### src/rtl/l2min2_pkg.sv
// rtl/l2min2_pkg.sv - shared types, width helpers and weight-mode constants for l2min2_mc
package l2min2_pkg;

   typedef enum logic [1:0] {
      ST_IDLE = 2'd0,
      ST_RUN  = 2'd1,
      ST_HOLD = 2'd2
   } state_t;

   localparam logic MODE_L2MIN2 = 1'b0;
   localparam logic MODE_COI2   = 1'b1;

   // Peak weight M(M+1)/2 and the frame sum both stay below these widths for M < 2^M_W.
   function automatic int l2min2_w_w(input int m_w);
      return 2 * m_w;
   endfunction

   function automatic int l2min2_out_w(input int m_w);
      return 3 * m_w;
   endfunction

endpackage

### src/rtl/l2min2_wgen.sv
// rtl/l2min2_wgen.sv - shared L2min2/CoI2 weight generator built from a step/weight recurrence
module l2min2_wgen
   import l2min2_pkg::*;
#(
   parameter int M_W = 10,
   parameter int W_W = l2min2_w_w(M_W)
) (
   input  logic           clk,
   input  logic           rst,
   input  logic           load,
   input  logic [M_W-1:0] m,
   input  logic           mode,
   input  logic           advance,
   output logic [W_W-1:0] w,
   output logic           last
);

   logic [W_W-1:0] w_q;
   logic [M_W-1:0] step_q;
   logic           falling_q;
   logic           mode_q;
   logic [M_W:0]   k_q;
   logic [M_W:0]   last_k_q;
   logic [M_W:0]   two_m;

   assign two_m = {m, 1'b0};

   always_ff @(posedge clk) begin
      if (rst) begin
         w_q       <= '0;
         step_q    <= '0;
         falling_q <= 1'b0;
         mode_q    <= MODE_L2MIN2;
         k_q       <= '0;
         last_k_q  <= '0;
      end else if (load) begin
         if (mode == MODE_COI2)
            w_q <= {{(W_W-M_W-1){1'b0}}, two_m - (M_W+1)'(1)};
         else
            w_q <= {{(W_W-M_W){1'b0}}, m};
         step_q    <= m - M_W'(1);
         falling_q <= 1'b0;
         mode_q    <= mode;
         k_q       <= '0;
         last_k_q  <= two_m - (M_W+1)'(2);
      end else if (advance) begin
         k_q <= k_q + (M_W+1)'(1);
         if (mode_q == MODE_COI2) begin
            w_q <= w_q - W_W'(1);
         end else if (!falling_q) begin
            // step reaches zero exactly at the peak k=M-1; the descent then mirrors the ascent
            if (step_q == '0) begin
               falling_q <= 1'b1;
               w_q       <= w_q - W_W'(1);
               step_q    <= M_W'(2);
            end else begin
               w_q    <= w_q + {{(W_W-M_W){1'b0}}, step_q};
               step_q <= step_q - M_W'(1);
            end
         end else begin
            w_q    <= w_q - {{(W_W-M_W){1'b0}}, step_q};
            step_q <= step_q + M_W'(1);
         end
      end
   end

   assign w    = w_q;
   assign last = (k_q == last_k_q);

endmodule

### src/rtl/l2min2_mc.sv
// rtl/l2min2_mc.sv - multi-channel L2min2 reconstruction filter; L2MIN2_COI_EN adds mode_in for CoI2 weights
module l2min2_mc
   import l2min2_pkg::*;
#(
   parameter int N_CH  = 4,
   parameter int M_W   = 10,
   parameter int W_W   = l2min2_w_w(M_W),
   parameter int OUT_W = l2min2_out_w(M_W)
) (
   input  logic                  clk,
   input  logic                  rst_in,
   input  logic                  start_in,
`ifdef L2MIN2_COI_EN
   input  logic                  mode_in,
`endif
   input  logic [M_W-1:0]        M_in,
   input  logic                  d_valid_in,
   input  logic [N_CH-1:0]       d_in,
   output logic [N_CH*OUT_W-1:0] d_out,
   output logic                  d_out_valid,
   input  logic                  d_out_ready,
   output logic                  busy,
   output logic                  err
);

   state_t         state_q;
   state_t         state_d;
   logic           load;
   logic           advance;
   logic           err_d;
   logic           err_q;
   logic           mode_sel;
   logic [W_W-1:0] w;
   logic           last;
   logic [OUT_W-1:0] acc [N_CH];

`ifdef L2MIN2_COI_EN
   assign mode_sel = mode_in;
`else
   assign mode_sel = MODE_L2MIN2;
`endif

   l2min2_wgen #(
      .M_W (M_W),
      .W_W (W_W)
   ) u_wgen (
      .clk     (clk),
      .rst     (rst_in),
      .load    (load),
      .m       (M_in),
      .mode    (mode_sel),
      .advance (advance),
      .w       (w),
      .last    (last)
   );

   always_ff @(posedge clk) begin
      if (rst_in) begin
         state_q <= ST_IDLE;
         err_q   <= 1'b0;
      end else begin
         state_q <= state_d;
         err_q   <= err_d;
      end
   end

   always_comb begin
      state_d = state_q;
      load    = 1'b0;
      advance = 1'b0;
      err_d   = 1'b0;
      case (state_q)
         ST_IDLE: begin
            if (start_in) begin
               if (M_in != '0) begin
                  load    = 1'b1;
                  state_d = ST_RUN;
               end else begin
                  err_d = 1'b1;
               end
            end
         end
         ST_RUN: begin
            if (d_valid_in) begin
               advance = 1'b1;
               if (last)
                  state_d = ST_HOLD;
            end
         end
         ST_HOLD: begin
            if (d_out_ready)
               state_d = ST_IDLE;
         end
         default: state_d = ST_IDLE;
      endcase
   end

   // Accumulators double as the output register: they only move in RUN and are cleared on start.
   always_ff @(posedge clk) begin
      for (int c = 0; c < N_CH; c++) begin
         if (rst_in || load)
            acc[c] <= '0;
         else if (advance && d_in[c])
            acc[c] <= acc[c] + {{(OUT_W-W_W){1'b0}}, w};
      end
   end

   for (genvar c = 0; c < N_CH; c++) begin : g_out
      assign d_out[c*OUT_W +: OUT_W] = acc[c];
   end

   assign d_out_valid = (state_q == ST_HOLD);
   assign busy        = (state_q != ST_IDLE);
   assign err         = err_q;

endmodule

### config.mk
export PLATFORM = sky130hd
export DESIGN_NAME = l2min2_mc
export DESIGN_NICKNAME = d
export VERILOG_FILES = /design/src/rtl/l2min2_pkg.sv /design/src/rtl/l2min2_wgen.sv /design/src/rtl/l2min2_mc.sv
export SDC_FILE = /design/constraint.sdc
export NUM_CORES = 1
export LEC_CHECK = 0
export CAP_MARGIN = 10
export CELL_PAD_IN_SITES_DETAIL_PLACEMENT = 2
export CELL_PAD_IN_SITES_GLOBAL_PLACEMENT = 2
export CORE_AREA = 4 4 187 189
export CTS_CLUSTER_SIZE = 16
export DETAILED_ROUTE_END_ITERATION = 10
export DIE_AREA = 0 0 191 193
export GPL_ROUTABILITY_DRIVEN = 0
export PLACE_DENSITY_LB_ADDON = 0.12
export SYNTH_ARGS = -nofsm -noshare
export SYNTH_HDL_FRONTEND = slang
export SYNTH_SLANG_ARGS = --single-unit
### constraint.sdc
create_clock -name clk -period 7.25 [get_ports clk]
set_input_delay 1.45 -clock clk [delete_from_list [all_inputs] [get_ports clk]]
set_output_delay 1.45 -clock clk [all_outputs]
set_load 0.02 [all_outputs]
# Word level (Yosys, flattened, before mapping)

Memories as Yosys holds them, arrays and structs flattened.
Cells that the tools add are included.

Bits in writable memories: 120
Input port bits: 19
Output and inout port bits: 123
Register bits after elaboration: 56
Logic and storage cells: 88
Memories kept: 1

Memories:

| memory | words | bits a word | rd ports | clocked after Yosys merged registers in | write ports | RTL line        | source |
|---|---|---|---|---|---|---|---|
| acc    | 4     | 30          | 4        | 0                                       | 4           | l2min2_mc.sv:35 | `logic [OUT_W-1:0] acc [N_CH];` |

Muxes and demuxes: 40
Bitwise gates (word level): 6
Reductions and logical operators: 13
Add/subtract/negate cells: 12
Equality and inequality tests: 8

Operator list:

| operator                | count |
|---|---|
| $add A30 B20 Y30        | 4 |
| $mux W30                | 4 |
| $mux W10                | 6 |
| $mux W20                | 2 |
| $mux W1                 | 22 |
| $add A20 B10 Y20        | 1 |
| $sub A10 B1 Y10 const B | 2 |
| $sub A20 B1 Y20 const B | 1 |
| $sub A20 B10 Y20        | 1 |
| $add A11 B1 Y11 const B | 1 |
| $eq A11 B11 Y1          | 1 |
| $sub A11 B2 Y11 const B | 1 |
| $add A10 B1 Y10 const B | 1 |
| $logic_not A10 Y1       | 1 |
| $mux W2                 | 5 |
| $reduce_bool A10 Y1     | 1 |
| $ne A2 B2 Y1 const B    | 4 |
| $pmux W2 S3             | 1 |
| $reduce_and A5 Y1       | 1 |
| $logic_and A1 B1 Y1     | 4 |
| $or A1 B1 Y1            | 4 |
| $reduce_bool A2 Y1      | 2 |
| $reduce_or A3 Y1        | 1 |
| $eq A2 B1 Y1 const B    | 1 |
| other kinds (6)         | 7 |

# Logic depth before layout (Yosys ltp)

Gate-level depths: netlist of run 1.

Depth in word-level cells: 8
Depth in mapped cells: 20
Gate-level depth less buffers: 20

# Modules after synthesis

A second synthesis of run 1 with hierarchy kept.

Cells, all modules: 1598
Area, all modules: 13944.6 sq um

Modules (own cells, without submodules):

| module      | seq. area each (sq um) | area each (sq um) | instances | cells each |
|---|---|---|---|---|
| l2min2_mc   | 3663.5                 | 9071.2            | 1         | 936 |
| l2min2_wgen | 1061.0                 | 4873.4            | 1         | 662 |

# Worst setup path after synthesis of run 1

Ideal clock, no wire load.

Path kind: reg2reg
Start point: reg u_wgen.step_q[0]
End point: reg u_wgen.w_q[19], in the netlist u_wgen.w[19]
Arrival time: 4044 ps
Setup time: 72 ps
Period minus slack after synthesis: 4115 ps
Data required time: 7178 ps
Path slack: 3135 ps
Cell stages (with the launch flop): 19
Cell sequence: dfxtp_1 inv_1 ha_1 or3b_1 nor4b_1 a21oi_1 clkbuf_1 and2_1 o22ai_1 ha_1 o21a_1 o21ai_1 a21oi_1 a31oi_1 o21ai_0 a221oi_1 o2111ai_1 o311ai_0 mux2i_1

Cells in the longest elaborated chain, start to end: 3

RTL lines:

| item                                                         | RTL line                             | source |
|---|---|---|
| start, declared                                              | l2min2_wgen.sv:19                    | `logic [M_W-1:0] step_q;` |
| start signal, assigned                                       | l2min2_wgen.sv:41                    | `step_q <= m - M_W'(1);` |
| start signal, assigned                                       | l2min2_wgen.sv:58                    | `step_q <= step_q - M_W'(1);` |
| start signal, assigned                                       | l2min2_wgen.sv:62                    | `step_q <= step_q + M_W'(1);` |
| $add A20 B10 Y20 / $logic_not A10 Y1 (equally long branches) | l2min2_wgen.sv:57, l2min2_wgen.sv:52 |  |
| $mux W20                                                     | l2min2_wgen.sv:52                    | `if (step_q == '0) begin` |
| $mux W20 (*)                                                 | l2min2_wgen.sv:50                    | `end else if (!falling_q) begin` |
| end signal, assigned                                         | l2min2_wgen.sv:49                    | `w_q <= w_q - W_W'(1);` |
| end signal, assigned                                         | l2min2_wgen.sv:54                    | `w_q <= w_q - W_W'(1);` |
| end signal, assigned                                         | l2min2_wgen.sv:57                    | `w_q <= w_q + {{(W_W-M_W){1'b0}}, step_q};` |
| end, declared                                                | l2min2_wgen.sv:18                    | `logic [W_W-1:0] w_q;` |

Every way passes the cells marked *; elsewhere a longest branch is shown, timed or not.
A chain may end at the register's enable or synchronous reset.

# Final worst setup path of run 1

Start point: reg u_wgen.step_q[0]
End point: reg u_wgen.w_q[18], in the netlist u_wgen.w[18]

Same word-level chain as after synthesis.

==> results of run 1 <==
[per-stage QoR]
stage | std cells | worst slack [ns] | utilization
after floorplan | 1386 | 3.13 | -
after global placement | 1937 | 2.42 | 0.431
after detailed placement | 1937 | 2.35 | 0.431
after CTS | 1969 | 2.26 | 0.450
after global routing | 1969 | 1.76 | 0.450
final | 1969 | 2.20 | 0.450
[cells by family (layout without fill, tap and decap cells)]
kind of cell | Yosys count | after routing
and+or+nand+nor | 506 | 506
AOI/OAI and AO/OA | 361 | 361
DFF | 175 | 175
xor gates and xnor gates | 131 | 131
adders and majority gates | 108 | 108
buffers and inverters | 103 | 238
muxes | 2 | 2
[worst max-delay path by stage]
| stage | start | end | slack [ns] | cells past startpoint |
|---|---|---|---|---|
| final | u_wgen.step_q[0] | u_wgen.w[18] | 2.20 | 20 |
| after global routing | u_wgen.step_q[0] | u_wgen.w[18] | 1.76 | 20 |
| after CTS | u_wgen.step_q[0] | u_wgen.w[18] | 2.26 | 20 |
| after detailed placement | u_wgen.step_q[0] | u_wgen.w[18] | 2.35 | 20 |
| after global placement | M_in[0] | acc[3][27] | 2.42 | 13 |
| after floorplan | u_wgen.step_q[0] | u_wgen.w[19] | 3.13 | 18 |
[per-layer routing]
metal	GRT usage	wire length (um)
met1	0.307	20000
met2	0.396	20400
met3	0.0468	1800
met4	0.0655	971
met5	0	34
[registers in the layout (all words and copies together), names as in the netlist]
signal / count
state_q: 2
u_wgen.w: 20
acc: 120
u_wgen.last_k_q: 10
err: 1
u_wgen.k_q: 11
u_wgen.falling_q: 1
u_wgen.step_q: 10
[critical path, stage by stage, from the launching register on]
cell	delay (ns)
dfxtp_1	0.39
inv_1	0.19
ha_1	0.26
or3b_1	0.43
nor3_1	0.30
nand2_1	0.12
nor2_1	0.18
nand2_1	0.15
nand2_1	0.10
ha_1	0.17
inv_1	0.06
fa_1	0.39
a21o_1	0.17
a21oi_1	0.29
o21ai_0	0.17
a211oi_1	0.47
o21ai_0	0.32
a311oi_1	0.43
xnor2_1	0.16
nand2_1	0.07
a21oi_1	0.15
[placed cells by master (no fill, tap or decap), types with 6 or more instances in the layout]
master	count
and2_1	10
nor3_1	35
clkdlybuf4s50_1	141
ha_1	103
nand2_1	86
nand2b_1	13
dfxtp_1	55
o21a_1	22
a31oi_1	10
nand4_1	27
edfxtp_1	120
o21ai_1	6
a211oi_1	26
or3_1	18
xnor2_1	78
xor2_1	53
o21bai_1	9
a21oi_1	106
buf_4	12
inv_1	54
or2_2	10
and3_1	23
nand3_1	35
nor4_1	9
clkbuf_16	20
nor2_1	193
a221oi_1	8
nor2b_1	28
a21o_1	42
o21ai_0	58
o31ai_1	9
[cell type report]
cell class	instances	area (um^2)
Fill cell	3643	18300
Multi-Input combinational cell	1108	7380
Sequential cell	175	4700
Timing Repair Buffer	153	1500
Tap cell	448	561
Clock buffer	25	549
Inverter	53	199
Clock inverter	7	67.6
[report_power, final]
group | switching (W) | total, W | leakage (nW) | internal [W]
clock | 0.000420 | 0.000983 | 0.307 | 0.000563
combinational | 0.000490 | 0.000829 | 3.92 | 0.000338
sequential | 0.000106 | 0.00125 | 1.77 | 0.00114
total | 0.00102 | 0.00306 | 5.99 | 0.00204
[cells in the mapped netlist (6+ instances only)]
cell and number:
a211oi_1 26, edfxtp_1 120, o21bai_1 9, a31oi_1 10, buf_1 11, a221oi_1 8
xor2_1 53, dfxtp_1 55, o21ai_0 58, nand2_1 86, nor2b_1 28, a21oi_1 106
nor2_1 193, inv_1 53, o31ai_1 9, and3_1 23, nand3_1 35, xnor2_1 78
nor3_1 35, nor4_1 9, a21o_1 42, clkbuf_1 33, o21a_1 22, o21ai_1 6
ha_1 103, nand2b_1 13, or2_2 10, nand4_1 27, and2_1 10, or3_1 18
==> run summary, run 1 <==
Synth Area per Inst = 9.01 um^2
Area Overhead vs Synth = 19.8%
Max clock buf depth = 2
# nets final = 1635
DRT iter0 DRCs = 593
Max cap viols = 0
Hold bufs inserted after CTS = 0
Largest net degree at the start of global routing = 44
Peak VDD IR = 0.000176 V
Clock-pin transition on the worst setup and hold timing paths = 0.07 ns
Vias in the first global route = 12000
Slew headroom = 0.331
Cell variety after synth = 74
WL final = 43.1 mm
Post-Synth Simple-Gate Area = 0.193
Clock Sinks = 175
Yosys warns = 0
Reg2Reg Setup Slack = 2.20 ns
Post-synthesis xor/xnor area fraction = 0.0919
Hpwl dp = 31.7 mm
WHS Endpoint = u_wgen.last_k_q[4]
Hold Path Cell Cnt = 1
Area after DPL = 0.0143 mm^2
Kind of critical path = reg -> reg
Routed len/inst = 21.9 um
Ys async rst share = 0
Root buf cell = clkbuf_16
Post-synth EDFFs = 120
Largest family of logic cells by synthesized area = simple AND/OR/NAND/NOR gates
FMAX = 198 MHz
CP endpoint kind = flop
Worst-margin pin slew = 1.00 ns
Fraction of the yosys area taken by sequential cells = 0.377
Initial antenna violation count = 2
Die Wd = 191 um
Htree depth = 4
Worst-Skew Late Latency = 0.45 ns
Fin. max-slew vios = 0
Pwr per Cell Area = 204 mW/mm^2
Final setup viols = 0
Avg Vias per Cell = 5.62
GRT Total Usage = 0.234
CTS buffer count = 17
Die Ht = 193 um
Synth Area in Compound Gates = 0.193
R2r endpoint = u_wgen.w[18]
RR Startpoint = u_wgen.step_q[0]
Grt total ovfl = 0
Hold Startpoint = u_wgen.last_k_q[4]
Core Region = 0.0333 mm^2
TritonRoute pass-1 iters = 5
Post-Synth Adder-Cell Area = 0.111
Syn Inst Count = 1386
Final Cycle Share = 0.696
Hold Path Class = reg -> reg
R2R depth = 20
Area leader, netlist = edfxtp_1
Setup_tns = 0 ns
Hold_ws = 0.490 ns
# rows = 67
Run status = finished clean
#FFs+latches synth = 175
Critical Path AT = 5.42 ns
Crit path launch type = flop
P_leak = 5.99 nW
ANT cells = 0
Top FF cell, synth = edfxtp_1
RSZ-0062 raised after global routing = no
Worst Path Max Fanout = 7
Final instance area = 0.0150 mm^2
Mapped cell area = 0.0125 mm^2
Post_cts resized = 0
Die area = 0.0369 mm^2
Post-CTS setup buffer count = 0
Final hold violations = 0
Synth top area share = 0.289
First-pass GRT wire length = 67.7 mm
Top cells by area, synth = edfxtp_1 29%, ha_1 10%, dfxtp_1 8.8%, nor2_1 5.8%, xnor2_1 5.5%
Layout cells sized above 1 = 0.0454
Total Power = 0.00306 W
Syn_nets = 1513
Mux cell area share after synthesis = 0.00170
DRC viols = 0
Fin crit period = 5.05 ns
Worst EP required = 7.63 ns
Starting density of the core = 0.375
PortBufs = 141
Clock skew = 0.0114 ns
Post-DRT Antenna Nets = 0
I/O pin count = 142
Via count = 11100
CTS tree = built
No activity file was read; power rests on OpenSTA's default activity.
==> run 2: changes to the inputs <==
- CORE_AREA: 4 4 187 189 -> 4 4 192 194
- DIE_AREA: 0 0 191 193 -> 0 0 196 198
- clock period: 7.25 -> 4.9 ns (I/O delays scaled with it)
==> run 2 against run 1 <==
  * Sequential cell count unchanged
  * Via count up 0.50%
  * Hold slack worse by 0.0026 ns
==> run summary, run 2 (synthesized netlist as in run 1, its figures left out) <==
Run status = finished clean
P_leak = 6.05 nW (+0.91%)
CP endpoint kind = flop
First-pass GRT wire length = 67.3 mm (-0.53%)
Final cell count without fillers = 1991 (+1.1%)
Peak VDD IR = 0.000263 V (+49%)
Vias in the first global route = 11900 (-0.28%)
Crit path launch type = flop
Final setup viols = 0 (unchanged)
Most frequent cells in the layout = 193 x nor2_1, 141 x clkdlybuf4s50_1, 120 x edfxtp_1
Area Overhead vs Synth = 20.8%
Fill cells = 3887 (+6.7%)
Fin. max-slew vios = 0 (unchanged)
GRT Total Usage = 0.220 (-0.0140)
Max cap viols = 0 (unchanged)
WL final = 42.8 mm (-0.73%)
Max clock buf depth = 2 (unchanged)
Htree depth = 4 (unchanged)
TritonRoute pass-1 iters = 4 (-1)
Avg Vias per Cell = 5.59 (-0.61%)
Grt total ovfl = 0 (unchanged)
Clock Sinks = 175 (unchanged)
DRC viols = 0 (unchanged)
Area after DPL = 0.0144 mm^2 (+0.62%)
Setup_tns = 0 ns (unchanged)
CTS tree = built
Die Wd = 196 um (+2.6%)
Kind of critical path = reg -> reg
Worst-margin pin slew = 0.927 ns (-0.0745 ns)
PortBufs = 141 (unchanged)
I/O pin count = 142 (unchanged)
# placed instances = 1958 (+1.1%)
Largest net degree at the start of global routing = 41 (-6.8%)
Worst EP required = 5.28 ns (-2.35 ns)
Initial antenna violation count = 2 (unchanged)
FMAX = 224 MHz (+13%)
Worst Path Max Fanout = 7 (unchanged)
Die Ht = 198 um (+2.6%)
Fin crit period = 4.46 ns (-0.591 ns)
Worst-Skew Late Latency = 0.46 ns (about the same)
Pwr per Cell Area = 301 mW/mm^2 (+47%)
DRT iter0 DRCs = 420 (-29%)
Final instance area = 0.0151 mm^2 (+0.76%)
Critical Path AT = 4.84 ns (-0.58 ns)
Via count = 11100 (+0.50%)
Root buf cell = clkbuf_16
CTS buffer count = 17 (unchanged)
Commonest non-fill, non-tap cell in the layout = nor2_1
Hpwl dp = 31.6 mm (about the same)
Post-DRT Antenna Nets = 0 (unchanged)
Hold Path Class = reg -> reg
Layout cells sized above 1 = 0.0569 (+0.0115)
Clock-pin transition on the worst setup and hold timing paths = 0.07 ns (about the same)
RSZ-0062 raised after global routing = no
ANT cells = 0 (unchanged)
# rows = 69 (+3.0%)
Max reg flops = 120 (unchanged)
Reg with most FFs = acc
Final Cycle Share = 0.909 (+0.213)
Slew headroom = 0.381 (+0.0498)
Core Region = 0.0352 mm^2 (+5.8%)
Die area = 0.0388 mm^2 (+5.3%)
Final hold violations = 0 (unchanged)
# nets final = 1644 (+0.55%)
Routed len/inst = 21.5 um (-1.8%)
Clock skew = 0.0112 ns (-0.000140 ns)
Reg area = 0.00470 mm^2 (unchanged)
Starting density of the core = 0.354 (-0.0207)
Multi-input gate area = 0.00741 mm^2 (+0.44%)
-- run 2: worst max-delay path: stages (launching register included) --
cell and delay [ns]:
dfxtp_1 0.37, inv_1 0.16, ha_1 0.24, or3b_1 0.44, nor3_2 0.21, nand2_1 0.11
nor2_1 0.21, nand2_1 0.15, nand2_1 0.10, ha_1 0.16, inv_1 0.05, fa_1 0.39
a21o_1 0.18, a21oi_2 0.19, o21ai_0 0.15, a211oi_2 0.33, o21ai_1 0.16, a311oi_1 0.35
xnor2_1 0.16, nand2_1 0.08, a21oi_1 0.19
-- run 2: layer usage --
metal	vias up	track usage	wire, um
met5	-	0	34
met4	4	0.0582	759
met3	38	0.0436	1360
met2	150	0.375	20600
met1	5607	0.287	20100
li1	5328	-	-
-- run 2: what timing repair did --
item,in CTS,in global routing
gates resized for setup,0,7
buffers inserted,0,1
hold buffers,0,0
endpoints found under the setup margin,0,5
-- run 2: path summary, 6_finish.rpt --
| path | from | to | slack [ns] | cells past startpoint |
|---|---|---|---|---|
| min reg2reg | u_wgen.last_k_q[7] | u_wgen.last_k_q[7] | 0.49 | 1 |
| min | u_wgen.last_k_q[7] | u_wgen.last_k_q[7] | 0.49 | 1 |
| max | u_wgen.step_q[0] | u_wgen.w[18] | 0.44 | 20 |
| max reg2reg | u_wgen.step_q[0] | u_wgen.w[18] | 0.44 | 20 |
-- run 2: final cells by class --
class	count	area share
clock buffers	20	0.0332
clock inverters	12	0.00672
inverters	53	0.0132
multi-input cells	1108	0.492
flip-flops and latches	175	0.312
well taps	461	0.0383
repair buffers	162	0.105
-- run 2: metrics by stage --
stage | power (W) | setup WS, ns | hold WS (ns) | util
after floorplan | 0.00262 | 0.785 | 0.460 | -
after global placement | 0.00307 | 0.294 | 0.469 | 0.410
after detailed placement | 0.00310 | 0.0903 | 0.477 | 0.410
after CTS | 0.00456 | 0.0619 | 0.493 | 0.427
after global routing | 0.00476 | 0.0236 | 0.523 | 0.428
final | 0.00453 | 0.444 | 0.488 | 0.428
-- run 2: power breakdown --
group	total [W]	switching [W]	internal, W
registers	0.00184	0.000151	0.00169
logic	0.00124	0.000732	0.000512
clock network	0.00145	0.000657	0.000792
